<file path="config.mk">
export PLATFORM = sky130hd
export DESIGN_NAME = apb_master_ctrl_flat
export DESIGN_NICKNAME = d
export VERILOG_FILES = /design/src/rtl/apb_master_ctrl_if.sv /design/src/rtl/apb_master_ctrl.sv /design/src/flat_wrapper.sv
export SDC_FILE = /design/constraint.sdc
export NUM_CORES = 1
export LEC_CHECK = 0
export ABC_AREA = 0
export BUFFER_PORTS_ARGS = -buffer_cell sky130_fd_sc_hd__buf_4
export CAP_MARGIN = 0
export CORE_MARGIN = 10
export CORE_UTILIZATION = 53
export CTS_BUF_LIST = sky130_fd_sc_hd__clkbuf_2
export DETAILED_ROUTE_END_ITERATION = 12
export GPL_TIMING_DRIVEN = 0
export MAX_ROUTING_LAYER = met4
export PLACE_DENSITY = 0.91
export SYNTH_ARGS = -nofsm -noshare
export SYNTH_HDL_FRONTEND = slang
export SYNTH_SLANG_ARGS = --single-unit
</file>
<file path="constraint.sdc">
create_clock -name PCLK -period 4.8 [get_ports PCLK]
set_input_delay 0.24 -clock PCLK [delete_from_list [all_inputs] [get_ports PCLK]]
set_output_delay 0.24 -clock PCLK [all_outputs]
set_load 0.05 [all_outputs]
</file>
<file path="src/rtl/apb_master_ctrl_if.sv">
// ----------------------------------------------------------------------------
// apb_master_ctrl_if
//   Bundles the command port, the response port and the APB bus of the
//   APB requester into one interface.
//   modport master : view of the requester itself (apb_master_ctrl)
//   modport slave  : view of the environment (command source, response sink
//                    and APB completer)
//   Signals:
//     cmd_valid/cmd_ready/cmd_write/cmd_addr/cmd_wdata  command handshake
//     rsp_valid/rsp_rdata/rsp_err/rsp_timeout           one-cycle response
//     PSEL/PENABLE/PWRITE/PADDR/PWDATA                  APB request side
//     PRDATA/PREADY/PSLVERR                             APB completer side
// ----------------------------------------------------------------------------
interface apb_master_ctrl_if #(
    parameter int AWIDTH = 8,
    parameter int DWIDTH = 8
);
    logic              cmd_valid;
    logic              cmd_ready;
    logic              cmd_write;
    logic [AWIDTH-1:0] cmd_addr;
    logic [DWIDTH-1:0] cmd_wdata;

    logic              rsp_valid;
    logic [DWIDTH-1:0] rsp_rdata;
    logic              rsp_err;
    logic              rsp_timeout;

    logic              PSEL;
    logic              PENABLE;
    logic              PWRITE;
    logic [AWIDTH-1:0] PADDR;
    logic [DWIDTH-1:0] PWDATA;
    logic [DWIDTH-1:0] PRDATA;
    logic              PREADY;
    logic              PSLVERR;

    modport master (
        input  cmd_valid, cmd_write, cmd_addr, cmd_wdata,
        input  PRDATA, PREADY, PSLVERR,
        output cmd_ready,
        output rsp_valid, rsp_rdata, rsp_err, rsp_timeout,
        output PSEL, PENABLE, PWRITE, PADDR, PWDATA
    );

    modport slave (
        output cmd_valid, cmd_write, cmd_addr, cmd_wdata,
        output PRDATA, PREADY, PSLVERR,
        input  cmd_ready,
        input  rsp_valid, rsp_rdata, rsp_err, rsp_timeout,
        input  PSEL, PENABLE, PWRITE, PADDR, PWDATA
    );
endinterface

</file>
<file path="src/rtl/apb_master_ctrl.sv">
// ----------------------------------------------------------------------------
// apb_master_ctrl
//   APB requester. Takes single read/write commands on a valid/ready port,
//   runs the APB SETUP/ACCESS sequence and returns read data or an error on
//   a one-cycle response strobe. A PREADY wait timeout aborts transfers to a
//   hung completer.
//   Ports:
//     PCLK     clock, rising edge
//     PRESETn  asynchronous reset, active low
//     bus      apb_master_ctrl_if.master (command, response and APB signals)
//   Parameters:
//     AWIDTH   address width
//     DWIDTH   data width
//     TIMEOUT  max ACCESS cycles with PREADY low before abort, 0 = never
// ----------------------------------------------------------------------------
module apb_master_ctrl #(
    parameter int AWIDTH  = 8,
    parameter int DWIDTH  = 8,
    parameter int TIMEOUT = 16
) (
    input  logic                   PCLK,
    input  logic                   PRESETn,
    apb_master_ctrl_if.master      bus
);

    localparam logic [1:0] ST_IDLE   = 2'd0;
    localparam logic [1:0] ST_SETUP  = 2'd1;
    localparam logic [1:0] ST_ACCESS = 2'd2;

    // Counter holds 0..TIMEOUT so it can never wrap before the abort fires.
    localparam int            CW       = (TIMEOUT > 1) ? $clog2(TIMEOUT + 1) : 1;
    localparam bit            TO_EN    = (TIMEOUT != 0);
    localparam logic [CW-1:0] CNT_LAST = (TIMEOUT > 0) ? CW'(TIMEOUT - 1) : {CW{1'b0}};
    localparam logic [CW-1:0] CNT_MAX  = {CW{1'b1}};

    logic [1:0]        state_q,       state_d;
    logic              psel_q,        psel_d;
    logic              penable_q,     penable_d;
    logic              pwrite_q,      pwrite_d;
    logic [AWIDTH-1:0] paddr_q,       paddr_d;
    logic [DWIDTH-1:0] pwdata_q,      pwdata_d;
    logic [CW-1:0]     cnt_q,         cnt_d;
    logic              rsp_valid_q,   rsp_valid_d;
    logic [DWIDTH-1:0] rsp_rdata_q,   rsp_rdata_d;
    logic              rsp_err_q,     rsp_err_d;
    logic              rsp_timeout_q, rsp_timeout_d;

    // Next-state and output decode of the SETUP/ACCESS sequencer.
    always_comb begin
        state_d       = state_q;
        psel_d        = psel_q;
        penable_d     = penable_q;
        pwrite_d      = pwrite_q;
        paddr_d       = paddr_q;
        pwdata_d      = pwdata_q;
        cnt_d         = cnt_q;
        // Response fields default low so each response lasts exactly one cycle.
        rsp_valid_d   = 1'b0;
        rsp_rdata_d   = {DWIDTH{1'b0}};
        rsp_err_d     = 1'b0;
        rsp_timeout_d = 1'b0;

        case (state_q)
            ST_IDLE: begin
                if (bus.cmd_valid) begin
                    pwrite_d  = bus.cmd_write;
                    paddr_d   = bus.cmd_addr;
                    pwdata_d  = bus.cmd_wdata;
                    psel_d    = 1'b1;
                    penable_d = 1'b0;
                    state_d   = ST_SETUP;
                end else begin
                    state_d   = ST_IDLE;
                end
            end
            ST_SETUP: begin
                penable_d = 1'b1;
                cnt_d     = {CW{1'b0}};
                state_d   = ST_ACCESS;
            end
            ST_ACCESS: begin
                if (bus.PREADY) begin
                    psel_d      = 1'b0;
                    penable_d   = 1'b0;
                    state_d     = ST_IDLE;
                    rsp_valid_d = 1'b1;
                    rsp_err_d   = bus.PSLVERR;
                    rsp_rdata_d = pwrite_q ? {DWIDTH{1'b0}} : bus.PRDATA;
                end else if (TO_EN && (cnt_q == CNT_LAST)) begin
                    // Counter already shows TIMEOUT-1 completed waits: this
                    // is the TIMEOUT-th ACCESS cycle with PREADY low.
                    psel_d        = 1'b0;
                    penable_d     = 1'b0;
                    state_d       = ST_IDLE;
                    rsp_valid_d   = 1'b1;
                    rsp_err_d     = 1'b1;
                    rsp_timeout_d = 1'b1;
                end else begin
                    if (cnt_q != CNT_MAX) begin
                        cnt_d = cnt_q + CW'(1'b1);
                    end else begin
                        cnt_d = cnt_q;
                    end
                end
            end
            default: begin
                psel_d    = 1'b0;
                penable_d = 1'b0;
                state_d   = ST_IDLE;
            end
        endcase
    end

    // State and registered outputs; reset drops the bus at once.
    always_ff @(posedge PCLK or negedge PRESETn) begin
        if (!PRESETn) begin
            state_q       <= ST_IDLE;
            psel_q        <= 1'b0;
            penable_q     <= 1'b0;
            pwrite_q      <= 1'b0;
            paddr_q       <= {AWIDTH{1'b0}};
            pwdata_q      <= {DWIDTH{1'b0}};
            cnt_q         <= {CW{1'b0}};
            rsp_valid_q   <= 1'b0;
            rsp_rdata_q   <= {DWIDTH{1'b0}};
            rsp_err_q     <= 1'b0;
            rsp_timeout_q <= 1'b0;
        end else begin
            state_q       <= state_d;
            psel_q        <= psel_d;
            penable_q     <= penable_d;
            pwrite_q      <= pwrite_d;
            paddr_q       <= paddr_d;
            pwdata_q      <= pwdata_d;
            cnt_q         <= cnt_d;
            rsp_valid_q   <= rsp_valid_d;
            rsp_rdata_q   <= rsp_rdata_d;
            rsp_err_q     <= rsp_err_d;
            rsp_timeout_q <= rsp_timeout_d;
        end
    end

    // cmd_ready depends on state only, never on cmd_valid.
    assign bus.cmd_ready   = (state_q == ST_IDLE) & PRESETn;
    assign bus.rsp_valid   = rsp_valid_q;
    assign bus.rsp_rdata   = rsp_rdata_q;
    assign bus.rsp_err     = rsp_err_q;
    assign bus.rsp_timeout = rsp_timeout_q;
    assign bus.PSEL        = psel_q;
    assign bus.PENABLE     = penable_q;
    assign bus.PWRITE      = pwrite_q;
    assign bus.PADDR       = paddr_q;
    assign bus.PWDATA      = pwdata_q;

endmodule

</file>
<file path="src/flat_wrapper.sv">
// flat-port wrapper written by rule: the top's interface ports become plain ports
module apb_master_ctrl_flat 
#(
    parameter int AWIDTH  = 8,
    parameter int DWIDTH  = 8,
    parameter int TIMEOUT = 16
)
  (PCLK, PRESETn, bus_cmd_valid, bus_cmd_write, bus_cmd_addr, bus_cmd_wdata, bus_PRDATA, bus_PREADY, bus_PSLVERR, bus_cmd_ready, bus_rsp_valid, bus_rsp_rdata, bus_rsp_err, bus_rsp_timeout, bus_PSEL, bus_PENABLE, bus_PWRITE, bus_PADDR, bus_PWDATA);
  apb_master_ctrl_if #(.AWIDTH(AWIDTH), .DWIDTH(DWIDTH)) bus_i ();
  input  logic PCLK;
  input  logic PRESETn;
  input wire logic [$bits(bus_i.cmd_valid)-1:0] bus_cmd_valid;
  input wire logic [$bits(bus_i.cmd_write)-1:0] bus_cmd_write;
  input wire logic [$bits(bus_i.cmd_addr)-1:0] bus_cmd_addr;
  input wire logic [$bits(bus_i.cmd_wdata)-1:0] bus_cmd_wdata;
  input wire logic [$bits(bus_i.PRDATA)-1:0] bus_PRDATA;
  input wire logic [$bits(bus_i.PREADY)-1:0] bus_PREADY;
  input wire logic [$bits(bus_i.PSLVERR)-1:0] bus_PSLVERR;
  output wire logic [$bits(bus_i.cmd_ready)-1:0] bus_cmd_ready;
  output wire logic [$bits(bus_i.rsp_valid)-1:0] bus_rsp_valid;
  output wire logic [$bits(bus_i.rsp_rdata)-1:0] bus_rsp_rdata;
  output wire logic [$bits(bus_i.rsp_err)-1:0] bus_rsp_err;
  output wire logic [$bits(bus_i.rsp_timeout)-1:0] bus_rsp_timeout;
  output wire logic [$bits(bus_i.PSEL)-1:0] bus_PSEL;
  output wire logic [$bits(bus_i.PENABLE)-1:0] bus_PENABLE;
  output wire logic [$bits(bus_i.PWRITE)-1:0] bus_PWRITE;
  output wire logic [$bits(bus_i.PADDR)-1:0] bus_PADDR;
  output wire logic [$bits(bus_i.PWDATA)-1:0] bus_PWDATA;
  assign bus_i.cmd_valid = bus_cmd_valid;
  assign bus_i.cmd_write = bus_cmd_write;
  assign bus_i.cmd_addr = bus_cmd_addr;
  assign bus_i.cmd_wdata = bus_cmd_wdata;
  assign bus_i.PRDATA = bus_PRDATA;
  assign bus_i.PREADY = bus_PREADY;
  assign bus_i.PSLVERR = bus_PSLVERR;
  assign bus_cmd_ready = bus_i.cmd_ready;
  assign bus_rsp_valid = bus_i.rsp_valid;
  assign bus_rsp_rdata = bus_i.rsp_rdata;
  assign bus_rsp_err = bus_i.rsp_err;
  assign bus_rsp_timeout = bus_i.rsp_timeout;
  assign bus_PSEL = bus_i.PSEL;
  assign bus_PENABLE = bus_i.PENABLE;
  assign bus_PWRITE = bus_i.PWRITE;
  assign bus_PADDR = bus_i.PADDR;
  assign bus_PWDATA = bus_i.PWDATA;
  apb_master_ctrl #(.AWIDTH(AWIDTH), .DWIDTH(DWIDTH), .TIMEOUT(TIMEOUT)) u_core (.PCLK(PCLK), .PRESETn(PRESETn), .bus(bus_i));
endmodule
</file>
==> summary.txt <==
status: finished, final reports clean
syn_nets: 141
DRC: 0
asr flop ratio synth: 100%
Synth area leader: dfrtp_1
GR Util All Layers: 13.5%
CTS resizes: 0
Mapped Area: 1500 um^2
Logic pwr share: 54.1%
RSZ-0062 raised after global routing: no
P_sw: 636 uW
Switching Fraction: 47.7%
GR peak layer: met2
fraction of layout cells with a size suffix above 1: 50.9%
Slew Viols, Final: 0
total wire length: 3450 um
post-synthesis cell type count: 24
Clock Latency Late Sink: 0.37 ns
sequential area share after synthesis: 61.8%
setup slack at placement: 2.75 ns
number of synthesized flops with an enable pin: 0
root buffer cell: clkbuf_2
CTS H-tree depth: 2
CTS clk-pin slew, worst paths: 0.19 ns
total CTS buffers: 5
final worst setup slack: 2.72 ns
Tmin final: 2.08 ns
vias per cell: 5.13
Final Cycle Share: 43.3%
die area: 5360 um^2
ANT cells: 0
critical path startpoint category: flip-flop
largest net degree at the start of global routing: 39
P_int: 698 uW
maximum capacitance violations: 0
number of global-route vias before repair: 1206
non-filler cells, final: 206
CP Cell Sequence: ha_1 > and3_1 > ha_1 > or4b_4 > a311oi_1 > o31ai_1
Yosys warnings: 0
slowest CP cell: or4b_4
TritonCTS clock tree: yes
Main synth FF type: dfrtp_1
postcts setup bufs: 0
detailed-router iteration count before antenna repair: 4
slowest stage delay, CP: 0.52 ns
Seq pwr share: 36.4%
post-synthesis average cell area: 14.0 um^2
pwr/cell area: 656 nW/um^2
GR Util met3: 5.03%
Final setup viols: 0
hpwl dp: 2800 um
drt initial violations: 45
gr ovfl total: 0
Critical Path Sink Type: flip-flop
global placement routability congestion: 0.809
Die Span Y: 73.2 um
TritonCTS sink count: 37
Hold WC Path Type: in -> reg
mean routed wirelength per cell: 16.7 um
first-pass GRT wire length: 5520 um
Synth area leaders: dfrtp_1 (62%), mux2_2 (13%), and2_1 (3.3%)
worst rel slew slack: 53.0%
die width: 73.2 um
CP required: 5.08 ns
core area: 2730 um^2
Layout Nets: 209
setup TNS: 0 ns
Setup CP Type: reg -> reg
Lkg Pwr: 0.00105 uW
input/output buffers: 60
hold slack: 0.0713 ns
Synth top area share: 61.8%
Max clock buf depth: 2
Hold Vio Cnt, Final: 0
most common cell in the netlist: dfrtp_1
Layout fillers: 173
maximum VDD drop: 0.704 mV
Yosys reg bits: 37
Fmax: 481 MHz
post-synthesis cell count: 107
initial core utilization: 54.8%
Clock Skew: 0.0232 ns
antenna-violating nets left: 0
Least-Margin Pin Slew: 0.703 ns
met2 usage: 24.1%
number of antenna violations at the first check in global routing: 0
cell mode on critical path: ha_1
Vias: 1057
GR met1 Demand/Resource: 12.8%
CP arrival: 2.36 ns
clock share of power: 9.5%
Row Count: 19
post-placement cell count: 198
most frequent cells after synthesis: dfrtp_1 (37), mux2_2 (17), and2_1 (8), mux2i_1 (5), nor3b_1 (5)
IO Count: 61
peak fanout along the critical path: 4
Area Growth Syn to Fin: 35.7%
## layer usage
layer / routed length [um] / up-vias
li1: - / 505
met1: 1300 / 514
met2: 1900 / 34
met3: 211 / 4
met4: 29 / 0
met5: 0 / -
## path summary, 6_finish.rpt
kind | end | startpoint | cells after the start | slack [ns]
setup / recovery | u_core.cnt_q[2] | u_core.cnt_q[0] | 6 | 2.72
hold / removal | u_core.bus.rsp_rdata[7] | bus_PRDATA[7] | 2 | 0.07
setup reg to reg | u_core.cnt_q[2] | u_core.cnt_q[0] | 6 | 2.72
hold reg to reg | u_core.bus.PWDATA[6] | u_core.bus.PWDATA[6] | 1 | 0.53
max in group asynchronous | u_core.state_q[1] | PRESETn | 2 | 4.12
min in group asynchronous | u_core.state_q[0] | PRESETn | 2 | 0.34
## timing repair
| item | 4_1_cts | 5_1_grt |
|---|---|---|
| hold buffers | 1 | 0 |
| hold endpoints to repair | 37 | 0 |
| endpoints found under the setup margin | 0 | 0 |
## power by group through the flow
stage	Combinational [uW]	Clock [uW]	Sequential, uW
final	721	127	485
after global routing	757	143	500
after CTS	731	131	486
after detailed placement	729	0	493
after global placement	714	0	481
after floorplan	185	0	799
## flip-flops by register name (all words and copies together), names as in the netlist
name,cells
u_core.state_q,2
u_core.bus.rsp_valid,1
u_core.bus.PADDR,8
u_core.bus.rsp_timeout,1
u_core.bus.PENABLE,1
u_core.bus.PSEL,1
u_core.bus.PWRITE,1
u_core.cnt_q,5
u_core.bus.rsp_err,1
u_core.bus.rsp_rdata,8
u_core.bus.PWDATA,8
## worst max-delay path: cells and delay by family (launching register included)
kind	cells	cell delay (ns)
AO/OA/AOI/OAI	2	0.39
AND/OR/NAND/NOR	2	0.73
flip-flops	1	0.45
adder cells (fa/ha/maj)	2	0.44
## cells by family (layout without fill, tap and decap cells)
kind of cell             Yosys count  in the layout  share of synthesized area [%]
adder cells (fa/ha/maj)            4              4                           3.34
XOR/XNOR                           1              1                          0.584
multiplexers                      22             22                           16.1
buffers and inverters              7             75                           2.59
AO/OA/AOI/OAI                      7              7                           3.25
flip-flops                        37             37                           61.8
AND/OR/NAND/NOR                   29             29                           12.4
## through the flow
step / area [um^2] / power, uW / util (%)
after detailed placement: 1990 / 1220 / 72.7
after floorplan: 1500 / 983 / -
after global routing: 2030 / 1400 / 74.4
final: 2030 / 1330 / 74.4
after CTS: 2030 / 1350 / 74.4
after global placement: 1990 / 1190 / 72.7
## placed cells by master (no fill, tap or decap), drive strengths merged, types with 2 or more instances in the layout
master  count
mux2       17
nand2b      2
dfrtp      37
a21oi       2
ha          4
and2        8
nand3       2
o31ai       2
buf        63
clkbuf      6
nor3b       5
and3        2
nor2        3
mux2i       5
inv         3
nand2       4
## layout make-up
class	count	area (um^2)	area share (%)
plain buffers	4	27.5	1.35
clock buffers	5	25.0	1.23
clock inverters	2	11.3	0.554
inverters	3	11.3	0.554
multi-input cells	63	534	26.3
flip-flops and latches	37	926	45.5
well taps	31	38.8	1.91
repair buffers	61	460	22.6
(Power assumes the default switching activity.)
